File: src/rtl/wb_port_arbiter_if.sv
// Bus bundle for wb_port_arbiter: pipeline writeback, MDU result offer,
// register-file write port, hazard lookup and hold request.
interface wb_port_arbiter_if #(parameter int DEPTH = 2);
  localparam int CW = $clog2(DEPTH) + 1;

  logic          wb_valid;
  logic [4:0]    wb_rd;
  logic [31:0]   wb_data;
  logic          mdu_valid;
  logic [4:0]    mdu_rd;
  logic [31:0]   mdu_data;
  logic          mdu_ready;
  logic          rf_we;
  logic [4:0]    rf_waddr;
  logic [31:0]   rf_wdata;
  logic          pipe_hold;
  logic [4:0]    chk_rd;
  logic          chk_hit;
  logic [CW-1:0] q_count;

  modport slave (
    input  wb_valid, wb_rd, wb_data, mdu_valid, mdu_rd, mdu_data, chk_rd,
    output mdu_ready, rf_we, rf_waddr, rf_wdata, pipe_hold, chk_hit, q_count
  );

  modport master (
    output wb_valid, wb_rd, wb_data, mdu_valid, mdu_rd, mdu_data, chk_rd,
    input  mdu_ready, rf_we, rf_waddr, rf_wdata, pipe_hold, chk_hit, q_count
  );
endinterface

File: src/rtl/wb_port_arbiter.sv
// Register-file write-port arbiter: pipeline WB has priority, MDU results queue in FIFO order.
// Optional anti-starvation hold request enabled by defining WB_ARB_AGING_EN.
module wb_port_arbiter #(
  parameter int DEPTH        = 2,
  parameter int STARVE_LIMIT = 4
) (
  input logic               clk,
  input logic               rst,
  wb_port_arbiter_if.slave  bus
);
  localparam int PW = $clog2(DEPTH);
  localparam int CW = PW + 1;

  typedef struct packed {
    logic        live;
    logic [4:0]  rd;
    logic [31:0] data;
  } entry_t;

  entry_t        q_q [DEPTH];
  entry_t        q_d [DEPTH];
  logic [PW-1:0] rptr_q, rptr_d, wptr_q, wptr_d;
  logic [CW-1:0] cnt_q, cnt_d;
  logic          rf_we_q, rf_we_d;
  logic [4:0]    rf_waddr_q, rf_waddr_d;
  logic [31:0]   rf_wdata_q, rf_wdata_d;

  logic full, wb_gnt, q_gnt, push, hit;

  assign full   = (cnt_q == CW'(DEPTH));
  assign wb_gnt = bus.wb_valid && (bus.wb_rd != 5'd0);
  assign q_gnt  = !wb_gnt && (cnt_q != '0);
  assign push   = bus.mdu_valid && !full && (bus.mdu_rd != 5'd0);

  always_comb begin
    q_d        = q_q;
    rptr_d     = rptr_q;
    wptr_d     = wptr_q;
    rf_we_d    = 1'b0;
    rf_waddr_d = rf_waddr_q;
    rf_wdata_d = rf_wdata_q;
    if (wb_gnt) begin
      rf_we_d    = 1'b1;
      rf_waddr_d = bus.wb_rd;
      rf_wdata_d = bus.wb_data;
      // Queued results are older than this WB value, so they must never land on top of it.
      for (int i = 0; i < DEPTH; i++)
        if (q_q[i].rd == bus.wb_rd) q_d[i].live = 1'b0;
    end else if (q_gnt) begin
      rf_we_d         = q_q[rptr_q].live;
      rf_waddr_d      = q_q[rptr_q].rd;
      rf_wdata_d      = q_q[rptr_q].data;
      q_d[rptr_q].live = 1'b0;
      rptr_d          = rptr_q + 1'b1;
    end
    // Push after the kill loop: a same-edge enqueue is younger and stays live.
    if (push) begin
      q_d[wptr_q] = '{live: 1'b1, rd: bus.mdu_rd, data: bus.mdu_data};
      wptr_d      = wptr_q + 1'b1;
    end
    cnt_d = cnt_q + CW'(push) - CW'(q_gnt);
  end

  always_ff @(posedge clk or posedge rst) begin
    if (rst) begin
      for (int i = 0; i < DEPTH; i++) q_q[i] <= '0;
      rptr_q     <= '0;
      wptr_q     <= '0;
      cnt_q      <= '0;
      rf_we_q    <= 1'b0;
      rf_waddr_q <= '0;
      rf_wdata_q <= '0;
    end else begin
      q_q        <= q_d;
      rptr_q     <= rptr_d;
      wptr_q     <= wptr_d;
      cnt_q      <= cnt_d;
      rf_we_q    <= rf_we_d;
      rf_waddr_q <= rf_waddr_d;
      rf_wdata_q <= rf_wdata_d;
    end
  end

  always_comb begin
    hit = 1'b0;
    for (int i = 0; i < DEPTH; i++)
      if (q_q[i].live && (q_q[i].rd == bus.chk_rd)) hit = 1'b1;
  end

`ifdef WB_ARB_AGING_EN
  logic [3:0] age_q, age_d;
  logic       hold_q, hold_d;

  always_comb begin
    hold_d = 1'b0;
    age_d  = age_q;
    if (cnt_q == '0 || q_gnt) age_d = 4'd0;
    else if (wb_gnt)          age_d = age_q + 4'd1;
    if (age_d == 4'(STARVE_LIMIT)) begin
      hold_d = 1'b1;
      age_d  = 4'd0;
    end
  end

  always_ff @(posedge clk or posedge rst) begin
    if (rst) begin
      age_q  <= 4'd0;
      hold_q <= 1'b0;
    end else begin
      age_q  <= age_d;
      hold_q <= hold_d;
    end
  end

  assign bus.pipe_hold = hold_q;
`else
  logic unused_starve_limit;
  assign unused_starve_limit = ^4'(STARVE_LIMIT);
  assign bus.pipe_hold       = 1'b0;
`endif

  assign bus.mdu_ready = !full;
  assign bus.chk_hit   = hit && (bus.chk_rd != 5'd0);
  assign bus.rf_we     = rf_we_q;
  assign bus.rf_waddr  = rf_waddr_q;
  assign bus.rf_wdata  = rf_wdata_q;
  assign bus.q_count   = cnt_q;
endmodule

File: src/flat_wrapper.sv
// flat-port wrapper written by rule: the top's interface ports become plain ports
module wb_port_arbiter_flat 
#(
  parameter int DEPTH        = 2,
  parameter int STARVE_LIMIT = 4
)
  (clk, rst, bus_wb_valid, bus_wb_rd, bus_wb_data, bus_mdu_valid, bus_mdu_rd, bus_mdu_data, bus_chk_rd, bus_mdu_ready, bus_rf_we, bus_rf_waddr, bus_rf_wdata, bus_pipe_hold, bus_chk_hit, bus_q_count);
  wb_port_arbiter_if #(.DEPTH(DEPTH)) bus_i ();
  input logic clk;
  input logic rst;
  input wire logic [$bits(bus_i.wb_valid)-1:0] bus_wb_valid;
  input wire logic [$bits(bus_i.wb_rd)-1:0] bus_wb_rd;
  input wire logic [$bits(bus_i.wb_data)-1:0] bus_wb_data;
  input wire logic [$bits(bus_i.mdu_valid)-1:0] bus_mdu_valid;
  input wire logic [$bits(bus_i.mdu_rd)-1:0] bus_mdu_rd;
  input wire logic [$bits(bus_i.mdu_data)-1:0] bus_mdu_data;
  input wire logic [$bits(bus_i.chk_rd)-1:0] bus_chk_rd;
  output wire logic [$bits(bus_i.mdu_ready)-1:0] bus_mdu_ready;
  output wire logic [$bits(bus_i.rf_we)-1:0] bus_rf_we;
  output wire logic [$bits(bus_i.rf_waddr)-1:0] bus_rf_waddr;
  output wire logic [$bits(bus_i.rf_wdata)-1:0] bus_rf_wdata;
  output wire logic [$bits(bus_i.pipe_hold)-1:0] bus_pipe_hold;
  output wire logic [$bits(bus_i.chk_hit)-1:0] bus_chk_hit;
  output wire logic [$bits(bus_i.q_count)-1:0] bus_q_count;
  assign bus_i.wb_valid = bus_wb_valid;
  assign bus_i.wb_rd = bus_wb_rd;
  assign bus_i.wb_data = bus_wb_data;
  assign bus_i.mdu_valid = bus_mdu_valid;
  assign bus_i.mdu_rd = bus_mdu_rd;
  assign bus_i.mdu_data = bus_mdu_data;
  assign bus_i.chk_rd = bus_chk_rd;
  assign bus_mdu_ready = bus_i.mdu_ready;
  assign bus_rf_we = bus_i.rf_we;
  assign bus_rf_waddr = bus_i.rf_waddr;
  assign bus_rf_wdata = bus_i.rf_wdata;
  assign bus_pipe_hold = bus_i.pipe_hold;
  assign bus_chk_hit = bus_i.chk_hit;
  assign bus_q_count = bus_i.q_count;
  wb_port_arbiter #(.DEPTH(DEPTH), .STARVE_LIMIT(STARVE_LIMIT)) u_core (.clk(clk), .rst(rst), .bus(bus_i));
endmodule
File: config.mk
export PLATFORM = sky130hd
export DESIGN_NAME = wb_port_arbiter_flat
export DESIGN_NICKNAME = d
export VERILOG_FILES = /design/src/rtl/wb_port_arbiter_if.sv /design/src/rtl/wb_port_arbiter.sv /design/src/flat_wrapper.sv
export SDC_FILE = /design/constraint.sdc
export NUM_CORES = 1
export LEC_CHECK = 0
export ABC_AREA = 1
export BUFFER_PORTS_ARGS = -buffer_cell sky130_fd_sc_hd__buf_4
export CORE_MARGIN = 2
export CORE_UTILIZATION = 50
export DETAILED_ROUTE_END_ITERATION = 8
export PLACE_DENSITY_LB_ADDON = 0.05
export SYNTH_ARGS = -nofsm -noshare
export SYNTH_HDL_FRONTEND = slang
export SYNTH_SLANG_ARGS = --single-unit
File: constraint.sdc
create_clock -name clk -period 5.5 [get_ports clk]
set_input_delay 1.1 -clock clk [delete_from_list [all_inputs] [get_ports clk]]
set_output_delay 1.1 -clock clk [all_outputs]
set_load 0.01 [all_outputs]
## Word-level counts from Yosys, hierarchy flattened

Index checks and enable logic that the tools add are counted.

| storage, ports and cells | value |
|---|---|
| bits in registers | 118 |
| word-level logic and storage cells | 70 |
| output and inout bits | 43 |
| input bits | 83 |

| cells by class | value |
|---|---|
| reduce and logical (&&, ||, !) cells | 17 |
| multiplexer cells | 25 |
| add/subtract/negate cells | 4 |
| order comparisons | 4 |
| eq/ne operators | 5 |
| bitwise gates (word level) | 3 |

Operators by type and width:

| cell | count |
|---|---|
| $mux 38 | 5 |
| $bwmux 76 | 2 |
| $mux 76 | 2 |
| $demux 38 s1 | 2 |
| $mux 37 | 2 |
| $mux 32 | 2 |
| $eq 5x5->1 | 4 |
| $reduce_bool 5->1 | 3 |
| $mux 5 | 2 |
| $logic_and 1x1->1 | 9 |
| $mux 1 | 8 |
| $ge 2x2->1 const B | 2 |
| $lt 2x1->1 const B | 2 |
| $not 1->2 | 2 |
| $reduce_bool 2->1 | 2 |
| $add 1x1->1 const B | 2 |
| $add 2x1->2 | 1 |
| $eq 2x2->1 const B | 1 |
| $logic_not 1->1 | 2 |
| $reduce_and 2->1 | 1 |
| $sub 2x1->2 | 1 |
| $not 1->1 | 1 |

## Longest topological paths before layout

Gate-level depths: netlist of run 1.

| logic depth | value |
|---|---|
| depth after elaboration | 10 |
| depth in mapped cells | 10 |

## Least setup slack after synthesis of run 1

OpenSTA, ideal clock, no wires.

| timing path | value |
|---|---|
| kind | input-to-output |
| start | input port bus_chk_rd[2] |
| end | output port bus_chk_hit |
| stages on the path | 4 |
| arrival | 1.597 ns |
| setup slack | 2.803 ns |
| path buffers | 0 |
| data required time | 4.400 ns |
| cells stage by stage | xor2_1 > nor2_1 > nand3_1 > a21oi_1 |

| on the way | value |
|---|---|
| longest elaborated chain between the ends | 5 |
| elaborated cells between the ends (all ways) | 8 |
| classes of those cells | 2 x eq/ne; 2 x mux; 4 x reduce/logical |

RTL lines:

| what | RTL line | text |
|---|---|---|
| start, declared | flat_wrapper.sv:17 | `input wire logic [$bits(bus_i.chk_rd)-1:0] bus_chk_rd;` |
| $eq 5x5->1 | wb_port_arbiter.sv:87 | `if (q_q[i].live && (q_q[i].rd == bus.chk_rd)) hit = 1'b1;` |
| $logic_and 1x1->1 | wb_port_arbiter.sv:87 |  |
| $mux 1 (2 in series) | wb_port_arbiter.sv:87 |  |
| $logic_and 1x1->1 * | wb_port_arbiter.sv:123 | `assign bus.chk_hit = hit && (bus.chk_rd != 5'd0);` |
| end, declared | flat_wrapper.sv:23 | `output wire logic [$bits(bus_i.chk_hit)-1:0] bus_chk_hit;` |

Every way passes the cells marked *; elsewhere a longest branch is shown, timed or not.

## Worst setup path after layout of run 1

| timing path | value |
|---|---|
| start | input port bus_wb_rd[1] |
| end | register u_core.cnt_q[0], in the netlist u_core.bus.q_count[0] |

| on the way | value |
|---|---|
| longest elaborated chain between the ends | 5 |

RTL lines:

| what | RTL line | text |
|---|---|---|
| start, declared | flat_wrapper.sv:12 | `input wire logic [$bits(bus_i.wb_rd)-1:0] bus_wb_rd;` |
| $reduce_bool 5->1 | wb_port_arbiter.sv:31 | `assign wb_gnt = bus.wb_valid && (bus.wb_rd != 5'd0);` |
| $logic_and 1x1->1 | wb_port_arbiter.sv:31 |  |
| $logic_not 1->1 | wb_port_arbiter.sv:32 | `assign q_gnt = !wb_gnt && (cnt_q != '0);` |
| $logic_and 1x1->1 | wb_port_arbiter.sv:32 |  |
| $sub 2x1->2 | wb_port_arbiter.sv:61 | `cnt_d = cnt_q + CW'(push) - CW'(q_gnt);` |
| via u_core.cnt_d[0] | wb_port_arbiter.sv:23 | `logic [CW-1:0] cnt_q, cnt_d;` |
| end signal, assigned | wb_port_arbiter.sv:77 | `cnt_q <= cnt_d;` |
| end, declared | wb_port_arbiter.sv:23 |  |

The timed path passes the listed nets, and every way through them passes these cells.
A chain may end at the register's enable or synchronous reset.

==> results of run 1 <==
worst max path at each step:
| stage | startpoint | cells after the start | end | slack [ns] |
|---|---|---|---|---|
| 2_1_floorplan | rst | 1 | u_core.bus.q_count[0] | 1.27 |
| 3_3_place_gp | bus_wb_rd[1] | 9 | u_core.bus.q_count[0] | 1.86 |
| 3_5_place_dp | bus_wb_rd[1] | 9 | u_core.bus.q_count[0] | 1.82 |
| 4_1_cts | bus_wb_rd[1] | 9 | u_core.bus.q_count[0] | 2.33 |
| 5_1_grt | bus_wb_rd[1] | 10 | u_core.bus.q_count[1] | 2.12 |
| 6_report | bus_wb_rd[1] | 9 | u_core.bus.q_count[0] | 2.36 |
cell usage in the layout (no fill, tap or decap), types with 14 or more instances in the layout:
cell type,Yosys,routed
inv_1,57,56
clkbuf_16,0,16
nand3_1,24,24
o21ai_1,76,76
dfrtp_1,118,117
nor2_1,15,15
o21ai_0,17,17
nand2_1,305,304
o211ai_1,15,15
a21boi_0,14,14
buf_4,9,128
Yosys cell counts, drive strengths merged:
master and instances:
nand2 307, dfrtp 118, o21ai 93, inv 63, buf 27, nand3 24, nor2 17, a21boi 16
o211ai 15, clkbuf 9, xor2 5, ha 2, xnor2 2, a21oi 1, conb 1, mux2i 1
nand4 1, nor3 1, nor3b 1
cell families (layout without fill, tap and decap cells):
group	Yosys count	after routing	share of synthesized area, %
and+or+nand+nor	351	351	24.6
AOI/OAI and AO/OA	125	125	12.6
DFF	118	118	53.0
buffers and inverters	99	222	8.08
xor gates and xnor gates	7	7	1.10
adders and majority gates	2	2	0.449
other	1	1	0.0672
muxes	1	1	0.180
layer usage:
layer / global-route usage, % / up-vias
met5: 0 / -
met4: 7.50 / 0
met3: 4.62 / 15
met2: 38.6 / 124
met1: 30.9 / 2270
li1: - / 2445
final cells by class:
class                   count  area share (%)
clock inverters             9            1.08
repair buffers            128            13.6
well taps                 140            2.48
inverters                  63            3.39
clock buffers              22            6.70
flip-flops and latches    118            41.9
multi-input cells         487            30.8
per-stage QoR:
| stage | worst slack [ns] | hold slack, ns | instances | util [%] |
|---|---|---|---|---|
| 6_report | 2.36 | 0.480 | 967 | 65.1 |
| 5_1_grt | 2.12 | 0.508 | 967 | 65.1 |
| 4_1_cts | 2.33 | 0.484 | 967 | 65.1 |
| 3_5_place_dp | 1.82 | 0.469 | 936 | 60.0 |
| 3_3_place_gp | 1.86 | 0.465 | 936 | 60.0 |
| 2_1_floorplan | 1.27 | 0.453 | 704 | - |
registers in the layout (all words and copies together) (netlist names):
| signal | cells |
|---|---|
| u_core.bus.rf_waddr | 5 |
| u_core.wptr_q | 1 |
| u_core.rptr_q | 1 |
| u_core.bus.q_count | 2 |
| u_core.bus.rf_wdata | 32 |
| u_core.bus.rf_we | 1 |
| u_core.q_q | 76 |
report_power, final:
part / internal, mW / total (mW) / switching [mW]
Combinational: 0.578 / 1.36 / 0.781
Sequential: 1.27 / 1.57 / 0.300
Clock: 0.639 / 1.01 / 0.372
tightest hold or removal path, delay by kind of cell (launching register included):
family           cells  cell delay, ns
flip-flops           1            0.34
AND/OR/NAND/NOR      2            0.10
==> out/qor.csv, run 1 <==
stage;metric;value;unit
sta;slew at the pin closest to its max-slew limit;0.915;ns
floorplan;CORE AREA;10800;µm²
floorplan;floorplan row count;38;
global_route;initial antenna violation count;0;
finish;final instance area;7050;µm²
power;power per cell area;559;nW/µm²
critical_path;Slowest-stage cell, CP;nand2_2;
synth;FF+latch count, synth;118;
synth;synth top area cells;dfrtp_1 (53%), nand2_1 (21%), o21ai_1 (6.8%), inv_1 (3.8%), nand3_1 (2.2%);
critical_path;Critical Path AT;3.54;ns
drt;Detailed Routing Iterations Pass 1;7;
floorplan;I/O Pins;126;
synth;Mapped Area;5580;µm²
synth;Distinct cells, synth;28;
global_route;GRT Total Usage;23.3;%
drt;Residual DRC;0;
critical_path;Reg-to-Reg End;u_core.bus.rf_wdata[12];
synth;syn_nets;789;
global_route;first-pass GRT wire length;21.6;mm
placed_design;Port Buffers;124;
global_route;largest net degree at the start of global routing;75;
drt;via count;4854;
synth;Synth Instances;704;
finish;fin nets;900;
placed_design;Placed Area;6500;µm²
finish;synthesis-to-layout area growth;26.5;%
finish;area occupied by multi-input gates;2180;µm²
critical_path;CP endpoint kind;flop;
finish;Ant. Diodes;0;
drt;met2 wire length;6.61;mm
min_path;Min-Delay Path Class;reg -> reg;
floorplan;Die X;110;µm
critical_path;CP Launch Type;primary input;
clock_network;TritonCTS clock tree;done;
floorplan;Die Span Y;110;µm
sta;final slew viol count;0;
power;Leak;3.74;nW
sta;Slew HR;39.0;%
sta;final-report setup violation count;0;
power;Tot Pwr;3.94;mW
critical_path;Top delay family on crit path;simple AND/OR/NAND/NOR gates;
drt;Met3 Wirelength;593;µm
finish;fillers;976;
critical_path;most frequent CP cell;ha_1;
placed_design;GPL Wtd Cong;0.884;
floorplan;die footprint;12000;µm²
drt;Initial DRC Count;352;
job;max cap viols;0;
synth;area share of the leading cell type in the synthesized netlist;53.0;%
critical_path;RR Startpoint;u_core.rptr_q;
clock_network;postcts setup bufs;0;
sta;RSZ-0062 raised after global routing;false;
clock_network;# hold bufs at CTS;0;
min_path;HP Start;u_core.bus.rf_waddr[1];
sta;minimum clock period;3.14;ns
critical_path;worst path bufs/invs;3;
drt;Via-to-Cell Ratio;5.02;
critical_path;max incr delay on CP;0.59;ns
sta;period utilization;57.2;%
floorplan;Initial Utilization;51.4;%
critical_path;cell breakdown of the critical path;buf_4, nor2_1, nand3_1, nand2_2, inv_2, nor2_4, ha_1, inv_1, ha_1;
clock_network;# clock sinks;118;
critical_path;worst r2r path cells;5;
finish;layout cells sized above 1;20.7;%
drt;drt wl/cell;13.8;µm
synth;register area share after synthesis;53.0;%
critical_path;worst setup path category;in -> reg;
synth;yosys warns;0;
run_status;run status;finished, final reports clean;
min_path;WHS Endpoint;u_core.bus.rf_waddr[1];
finish;storage element area;2950;µm²
drt;highest routed metal layer;met4;
placed_design;hpwl dp;8.81;mm
clock_network;Clock transition at path regs;0.06;ns
clock_network;Root Buffer;clkbuf_8;
synth;top cell type by total area after synthesis;dfrtp_1;
clock_network;H-tree lvl count;4;
clock_network;clock buffer depth;2;
critical_path;Worst Path Required;5.89;ns
sta;Worst Clk Skew;0.0109;ns
sta;Final Hold Fails;0;
global_route;number of global-route vias before repair;4614;
min_path;Hold Crit Depth;2;
sta;Setup Total Neg Slack;0;ns
critical_path;reg2reg setup slack;3.20;ns
drt;ANT nets after route;0;
global_route;grt total ovfl;0;
critical_path;CP Max Fanout;45;
clock_network;total CTS buffers;17;
synth;syn avg cell area;7.92;µm²
clock_network;post_cts resized;0;
sta;Fmax achieved;318;MHz
drt;Routed WL;13.3;mm
power;VDD IR-drop max;0.000290;V
drt;Met1 Wirelength;5.95;mm
clock_network;Worst-Skew Late Latency;0.51;ns
(Power assumes the default switching activity.)
==> inputs of run 2 (changes only) <==
clock period = 3.2 ns   (was 5.5 ns; I/O delays follow)
==> run 2 against run 1 <==
  * Hold slack worse by 0.22 ns
  * Utilization is 1.6 points higher
  * Wire length up 1.9%
  * Clock power up 100%
  * Sequential power rose by 69%
  * Global-route usage rose by 1.1 points
  * Worst setup slack worse by 1.4 ns
  * First-iteration DRC count shrank 15%
  * Via count grew 1.2%
  * Non-clock buffer count rose by 4
  * Register-to-register slack worse by 1.9 ns
  * Critical path type is now reg -> out
  * Largest power group unchanged
==> out/qor.csv, run 2 (synthesis results as in run 1) <==
stage;metric;value;unit
clock_network;total CTS buffers;17;
clock_network;Root Buffer;clkbuf_8;
clock_network;Worst-Skew Late Latency;0.52;ns
drt;Initial DRC Count;299;
critical_path;CP Max Fanout;4;
clock_network;Clock transition at path regs;0.06;ns
clock_network;postcts setup bufs;0;
drt;Via-to-Cell Ratio;5.05;
min_path;Min-Delay Path Class;in -> async;
drt;drt wl/cell;14.0;µm
critical_path;Top delay family on crit path;flip-flops;
sta;final-report setup violation count;0;
drt;Detailed Routing Iterations Pass 1;5;
run_status;run status;finished, final reports clean;
power;power per cell area;984;nW/µm²
sta;RSZ-0062 raised after global routing;false;
floorplan;die footprint;12000;µm²
finish;fillers;971;
power;Leak;3.82;nW
global_route;grt total ovfl;0;
sta;Setup Total Neg Slack;0;ns
critical_path;CP endpoint kind;primary output;
critical_path;Critical Path AT;1.65;ns
clock_network;clock buffer depth;2;
sta;slew at the pin closest to its max-slew limit;0.791;ns
critical_path;Slowest-stage cell, CP;dfrtp_1;
power;VDD IR-drop max;0.000437;V
critical_path;worst path bufs/invs;2;
placed_design;GPL Wtd Cong;0.891;
global_route;GRT Total Usage;24.4;%
finish;commonest non-fill, non-tap cells in the layout;nand2_1 (304), buf_4 (128), dfrtp_1 (117), o21ai_1 (76), inv_1 (56);
sta;final hold slack;0.256;ns
placed_design;Port Buffers;124;
finish;fin nets;904;
finish;synthesis-to-layout area growth;29.6;%
placed_design;hpwl dp;9.19;mm
floorplan;floorplan row count;38;
drt;via count;4911;
sta;minimum clock period;2.29;ns
drt;Routed WL;13.6;mm
finish;max FFs per register;76;
sta;final slew viol count;0;
sta;Worst Clk Skew;0.0107;ns
finish;layout cells sized above 1;21.0;%
critical_path;CP Launch Type;flop;
critical_path;worst setup path category;reg -> out;
clock_network;H-tree lvl count;4;
global_route;largest net degree at the start of global routing;59;
finish;Most flops, register;u_core.q_q;
floorplan;Die X;110;µm
sta;period utilization;71.4;%
floorplan;CORE AREA;10800;µm²
global_route;initial antenna violation count;0;
global_route;first-pass GRT wire length;22.6;mm
critical_path;cell breakdown of the critical path;inv_1, o21ai_0, nor2_1, nand3_1, a21oi_1, buf_4;
clock_network;# clock sinks;118;
sta;Final Hold Fails;0;
sta;Fmax achieved;438;MHz
sta;Slew HR;47.2;%
clock_network;TritonCTS clock tree;done;
finish;most common cell after layout, fill and taps aside;nand2_1;
clock_network;post_cts resized;0;
critical_path;max incr delay on CP;0.39;ns
drt;ANT nets after route;0;
floorplan;I/O Pins;126;
drt;Residual DRC;0;
clock_network;# hold bufs at CTS;0;
floorplan;Die Span Y;110;µm
floorplan;Initial Utilization;51.4;%
job;max cap viols;0;
global_route;number of global-route vias before repair;4823;
finish;Ant. Diodes;0;
critical_path;Worst Path Required;2.56;ns
==> run 2: path summary, 6_finish.rpt <==
kind	from	endpoint	slack [ns]	cells after the start
min in group clk	bus_wb_data[23]	u_core.bus.rf_wdata[23]	0.34	3
worst min-delay path	rst	u_core.bus.rf_wdata[16]	0.26	2
worst min register to register	u_core.bus.rf_wdata[8]	u_core.bus.rf_wdata[8]	0.48	2
worst max register to register	u_core.bus.q_count[1]	u_core.bus.rf_wdata[9]	1.29	6
max in group asynchronous	rst	u_core.q_q[38]	2.21	3
worst max-delay path	u_core.q_q[73]	bus_chk_hit	0.91	6
==> run 2: area by class of cell <==
class	instances	area [µm²]	share of cell area, %
clock buffer	25	504	6.97
clock inverter	7	139	1.92
inverter	63	240	3.32
multi-input combinational	487	2180	30.1
sequential	118	2950	40.9
tap	140	175	2.42
timing repair buffer	132	1040	14.4
==> run 2: metal layers <==
layer | vias up | track usage, % | wire length, µm
li1 | 2453 | - | -
met1 | 2318 | 32.2 | 6100
met2 | 120 | 39.3 | 6580
met3 | 20 | 6.40 | 664
met4 | 0 | 8.23 | 223
met5 | - | 0 | 0
==> run 2: power by group <==
part           leakage (nW)  switching, mW  internal (mW)
registers              1.45          0.472           2.19
clock network         0.318          0.649           1.39
logic                  2.05           1.39           1.03
total                  3.82           2.51           4.61
==> run 2: per-stage QoR <==
stage | power, mW | utilization, % | std cells | setup WS, ns | instance area (µm²)
after CTS | 7.17 | 66.7 | 972 | 0.912 | 7230
after global routing | 7.66 | 66.7 | 972 | 0.802 | 7230
after detailed placement | 5.10 | 60.8 | 940 | 0.803 | 6590
final | 7.12 | 66.7 | 972 | 0.915 | 7230
after global placement | 5.04 | 60.8 | 940 | 0.807 | 6590
after floorplan | 4.22 | - | 704 | 1.12 | 5580
==> run 2: worst register-to-register path, cell delays in order, from the launching register on <==
cell and delay [ns]:
dfrtp_1 0.43, nor2_2 0.31, nand2_1 0.10, buf_4 0.22, inv_2 0.50, nand2_1 0.16
nand3_1 0.12
